**src/rtl/hpdcache_rsp_router.sv**
```systemverilog
// rtl/hpdcache_rsp_router.sv - in-order response router driven by a tracking FIFO of granted requester indices
module hpdcache_rsp_router #(
  parameter int unsigned N     = 4,
  parameter int unsigned DEPTH = 4,
  parameter int unsigned W     = 32
) (
  input  logic                         clk_i,
  input  logic                         rst_ni,
  input  logic [N-1:0]                 req_gnt_i,
  input  logic                         req_fire_i,
  output logic                         full_o,
  output logic [$clog2(DEPTH+1)-1:0]   outstanding_o,
  output logic                         err_o,
  input  logic                         rsp_valid_i,
  output logic                         rsp_ready_o,
  input  logic [W-1:0]                 rsp_data_i,
  output logic [N-1:0]                 rsp_valid_o,
  input  logic [N-1:0]                 rsp_ready_i,
  output logic [N*W-1:0]               rsp_data_o
);

  localparam int unsigned IW = (N > 1) ? $clog2(N) : 1;
  localparam int unsigned PW = (DEPTH > 1) ? $clog2(DEPTH) : 1;
  localparam int unsigned CW = $clog2(DEPTH + 1);

  if (N < 1) begin : g_bad_n
    $error("hpdcache_rsp_router: N must be >= 1");
  end
  if (DEPTH < 1) begin : g_bad_depth
    $error("hpdcache_rsp_router: DEPTH must be >= 1");
  end

  logic [IW-1:0] mem_q [DEPTH];
  logic [IW-1:0] mem_d [DEPTH];
  logic [PW-1:0] wptr_q, wptr_d, rptr_q, rptr_d;
  logic [CW-1:0] count_q, count_d;
  logic          err_q, err_d;

  logic [IW-1:0] gnt_idx;
  logic [IW-1:0] head;
  logic          gnt_onehot;
  logic          empty, full;
  logic          lane_rdy;
  logic          push, pop;

  function automatic logic [PW-1:0] ptr_inc(input logic [PW-1:0] p);
    return (p == PW'(DEPTH - 1)) ? '0 : p + 1'b1;
  endfunction

  assign gnt_onehot = (req_gnt_i != '0) && ((req_gnt_i & (req_gnt_i - N'(1))) == '0);

  always_comb begin
    gnt_idx = '0;
    for (int i = 0; i < N; i++) begin
      if (req_gnt_i[i]) gnt_idx = IW'(i);
    end
  end

  assign empty = (count_q == '0);
  assign full  = (count_q == CW'(DEPTH));
  assign head  = mem_q[rptr_q];

  // Only the head lane sees the response; the empty check keeps a stale head from leaking out.
  always_comb begin
    rsp_valid_o = '0;
    lane_rdy    = 1'b0;
    for (int i = 0; i < N; i++) begin
      if (head == IW'(i)) begin
        rsp_valid_o[i] = rsp_valid_i & ~empty;
        lane_rdy       = rsp_ready_i[i];
      end
    end
  end

  assign rsp_ready_o = ~empty & lane_rdy;
  assign rsp_data_o  = {N{rsp_data_i}};

  assign pop  = rsp_valid_i & rsp_ready_o;
  assign push = req_fire_i & gnt_onehot & (~full | pop);

  always_comb begin
    mem_d   = mem_q;
    wptr_d  = wptr_q;
    rptr_d  = rptr_q;
    count_d = count_q;
    err_d   = err_q | (req_fire_i & ~gnt_onehot) | (req_fire_i & gnt_onehot & full & ~pop);
    if (push) begin
      mem_d[wptr_q] = gnt_idx;
      wptr_d        = ptr_inc(wptr_q);
    end
    if (pop) rptr_d = ptr_inc(rptr_q);
    case ({push, pop})
      2'b10:   count_d = count_q + 1'b1;
      2'b01:   count_d = count_q - 1'b1;
      default: count_d = count_q;
    endcase
  end

  always_ff @(posedge clk_i or negedge rst_ni) begin
    if (!rst_ni) begin
      mem_q   <= '{default: '0};
      wptr_q  <= '0;
      rptr_q  <= '0;
      count_q <= '0;
      err_q   <= 1'b0;
    end else begin
      mem_q   <= mem_d;
      wptr_q  <= wptr_d;
      rptr_q  <= rptr_d;
      count_q <= count_d;
      err_q   <= err_d;
    end
  end

  assign full_o        = full;
  assign outstanding_o = count_q;
  assign err_o         = err_q;

endmodule
```
**config.mk**
```make
export PLATFORM = sky130hd
export DESIGN_NAME = hpdcache_rsp_router
export DESIGN_NICKNAME = d
export VERILOG_FILES = /design/src/rtl/hpdcache_rsp_router.sv
export SDC_FILE = /design/constraint.sdc
export NUM_CORES = 1
export LEC_CHECK = 0
export BUFFER_PORTS_ARGS = -buffer_cell sky130_fd_sc_hd__buf_2
export CELL_PAD_IN_SITES_DETAIL_PLACEMENT = 0
export CELL_PAD_IN_SITES_GLOBAL_PLACEMENT = 1
export CORE_AREA = 2 2 96 89
export CTS_BUF_LIST = sky130_fd_sc_hd__clkbuf_4 sky130_fd_sc_hd__clkbuf_8
export DETAILED_ROUTE_END_ITERATION = 8
export DIE_AREA = 0 0 98 91
export PLACE_DENSITY = 0.84
export SYNTH_ARGS = -nofsm -noshare
export SYNTH_HDL_FRONTEND = slang
export SYNTH_SLANG_ARGS = --single-unit
```
**constraint.sdc**
```tcl
create_clock -name clk_i -period 3.95 [get_ports clk_i]
set_clock_uncertainty 0.2 [all_clocks]
set_input_delay 0.9875 -clock clk_i [delete_from_list [all_inputs] [get_ports clk_i]]
set_output_delay 0.9875 -clock clk_i [all_outputs]
set_load 0.01 [all_outputs]
```
==> load_flow_metrics.sql <==
INSERT INTO impl_metrics (metric_group, metric, value, unit) VALUES
('die', 'die_height', '91', 'µm'),
('route', 'wl_per_cell', '13.11', 'µm'),
('clock_tree', 'postCtsSetupRepairBufs', '0', ''),
('clock_tree', 'cts_repair_resize_count', '0', ''),
('global_route', 'globalRouteTotalUtil', '5.981', '%'),
('synthesis', 'synth_top_flop_cell', 'sky130_fd_sc_hd__dfrtp_1', ''),
('route', 'routed-via-count', '777', ''),
('clock_tree', 'clk_transition_reported_paths', '70', 'ps'),
('global_route', 'grtUsageMet3', '3.233', '%'),
('placement', 'port-buffer-count', '21', ''),
('global_route', 'grt_overflow', '0', ''),
('global_route', 'top_usage_layer', 'met2', ''),
('synthesis', 'synth_top_area_share', '49.68', '%'),
('synthesis', 'ys_top_cells_by_count', 'sky130_fd_sc_hd__buf_4, sky130_fd_sc_hd__dfrtp_1, sky130_fd_sc_hd__mux2_2, sky130_fd_sc_hd__nor2_1, sky130_fd_sc_hd__mux2i_1', ''),
('clock_tree', 'worstSkewPairLatency', '250', 'ps'),
('global_route', 'largest_net_degree_at_the_start_of_global_routing', '17', ''),
('finish', 'layout-area-overhead-vs-synth', '-34.99', '%'),
('synthesis', 'ys_ff_latch', '16', ''),
('clock_tree', 'tritoncts_num_sinks', '16', ''),
('power_and_ir_drop', 'ir_drop', '0.1626', 'mV'),
('placement', 'gp_routability_congestion', '0.7704', ''),
('clock_tree', 'htree_levels', '1', ''),
('timing', 'fmax', '308.8', 'MHz'),
('clock_tree', 'tritoncts', 'built', ''),
('timing', 'rsz0062_at_grt', 'false', ''),
('synthesis', 'yosys_warnings', '0', ''),
('setup_path', 'worst-setup-path-type', 'reg -> out', ''),
('min_path', 'min_delay_worst_type', 'reg -> reg', ''),
('finish', 'multi_input_area', '554.3', 'µm²'),
('global_route', 'use_met2', '8.048', '%'),
('global_route', 'global_route.usage.met1', '6.788', '%'),
('die', 'coreArea', '0.007874', 'mm²'),
('timing', 'worst_slew_margin_rel', '74.57', '%'),
('synthesis', 'synth.net_count', '260', ''),
('setup_path', 'worst_setup_path_startpoint', 'rptr_q[0]', ''),
('power_and_ir_drop', 'post-layout-total-power', '928.6', 'µW'),
('min_path', 'worstHoldPathCells', '1', ''),
('setup_path', 'end_of_the_critical_path', 'rsp_ready_o', ''),
('placement', 'placedInstanceArea', '0.001202', 'mm²'),
('die', 'start_util', '24.57', '%'),
('timing', 'hold_viol', '0', ''),
('finish', 'net_count_final', '158', ''),
('timing', 'finalSetupTns', '0', 'ps'),
('clock_tree', 'cts.root.buffer_cell', 'sky130_fd_sc_hd__clkbuf_8', ''),
('finish', 'insertedDiodeCount', '0', ''),
('finish', 'register_area', '400.4', 'µm²'),
('route', 'dr.first_iter.drc_count', '79', ''),
('synthesis', 'synth_top_cells_by_area', 'sky130_fd_sc_hd__buf_4, sky130_fd_sc_hd__dfrtp_1, sky130_fd_sc_hd__mux2_2', ''),
('route', 'drt_pass1_iterations', '4', ''),
('setup_path', 'crit-reg2reg-capture', 'outstanding_o[2]', ''),
('finish', 'stdcell_area', '0.001257', 'mm²'),
('timing', 'worstMarginPinSlew', '381.5', 'ps'),
('die', 'pin_count', '182', ''),
('die', 'dieWidth', '98', 'µm'),
('synthesis', 'cell_type_with_the_largest_total_area_after_synthesis', 'sky130_fd_sc_hd__buf_4', ''),
('setup_path', 'timing.rr.start', 'rptr_q[0]', ''),
('power_and_ir_drop', 'pwr_density_cell', '738.4', 'mW/mm²'),
('route', 'final_antenna_net_count', '0', ''),
('route', 'route.final.wire_length', '2700', 'µm'),
('timing', 'min_period', '3238', 'ps'),
('clock_tree', 'post_cts_hold_buffer_count', '0', ''),
('global_route', 'antenna_found_initial', '0', ''),
('clock_tree', 'cts_inserted_buffers', '3', ''),
('setup_path', 'critPathMaxFanout', '5', ''),
('synthesis', 'synth-async-reset-ratio', '100.0', '%'),
('timing', 'timing.hold.ws', '266.1', 'ps'),
('synthesis', 'netlist_area', '0.001934', 'mm²'),
('die', 'num_rows', '31', ''),
('run_status', 'run_status', 'completed', ''),
('finish', 'final.fill_count', '883', ''),
('route', 'avgViaCountPerCell', '3.772', '');
## stage by stage
| stage | worst slack [ps] | utilization, % |
|---|---|---|
| detailed placement | 711.4 | 15.27 |
| global route | 598.9 | 15.97 |
| CTS | 689.0 | 15.97 |
| global placement | 741.2 | 15.27 |
| finish | 712.0 | 15.97 |
| floorplan | 967.1 | - |
## layout by cell type, fill, tap and decap left out, types with 2 or more instances in the layout
master	count
sky130_fd_sc_hd__xor2_1	2
sky130_fd_sc_hd__o211ai_1	2
sky130_fd_sc_hd__nor3_1	3
sky130_fd_sc_hd__nand2_1	3
sky130_fd_sc_hd__xnor2_1	2
sky130_fd_sc_hd__mux2_2	8
sky130_fd_sc_hd__nand3_1	4
sky130_fd_sc_hd__clkbuf_8	4
sky130_fd_sc_hd__inv_1	5
sky130_fd_sc_hd__nor2_1	7
sky130_fd_sc_hd__ha_1	5
sky130_fd_sc_hd__dfrtp_1	16
sky130_fd_sc_hd__a22o_2	4
sky130_fd_sc_hd__mux2i_1	6
sky130_fd_sc_hd__buf_2	21
## report_power, final
group	switching [mW]	internal (mW)	total, mW
Clock	0.0555	0.0883	0.144
Combinational	0.243	0.235	0.478
Sequential	0.0648	0.242	0.307
## metal layers
layer  wire [µm]  part of all wire (%)  up-vias
met1        1049                    39      361
met5           0                     0        -
met3         313                    12       31
met2        1129                    42       41
li1            -                     -      344
met4         208                   7.7        0
## state kept, by name, summed over array words and instances (netlist names)
name	count
wptr_q	2
outstanding_o	3
err_o	1
mem_q	8
rptr_q	2
## kinds of logic after synthesis
family	Yosys count	share of synthesized area, %
flops	16	20.70
compound gates	10	4.851
mux	17	11.06
simple gates	24	6.663
xor+xnor	4	1.811
buf+inv	133	50.65
fa+ha+maj	6	4.269
## worst max-delay path, cell delays in order (launching register included)
cell and delay (ps):
sky130_fd_sc_hd__dfrtp_1 440, sky130_fd_sc_hd__mux4_1 640, sky130_fd_sc_hd__inv_1 140, sky130_fd_sc_hd__mux2_4 350, sky130_fd_sc_hd__nor2_1 90, sky130_fd_sc_hd__buf_2 140
## layout make-up
cell class              instances  share of cell area (%)
multi-input cells              61                   44.08
flip-flops and latches         16                   31.84
well taps                      99                   9.851
repair buffers                 21                   8.358
clock buffers                   4                   4.378
inverters                       5                   1.493
## worst min path at each step
stage / startpoint / to / slack, ps
floorplan: mem_q[2] / mem_q[2] / 270
global placement: err_o / err_o / 240
detailed placement: err_o / err_o / 260
CTS: err_o / err_o / 290
global route: err_o / err_o / 310
finish: err_o / err_o / 270
Note: power is estimated with default switching activity, not from simulation.
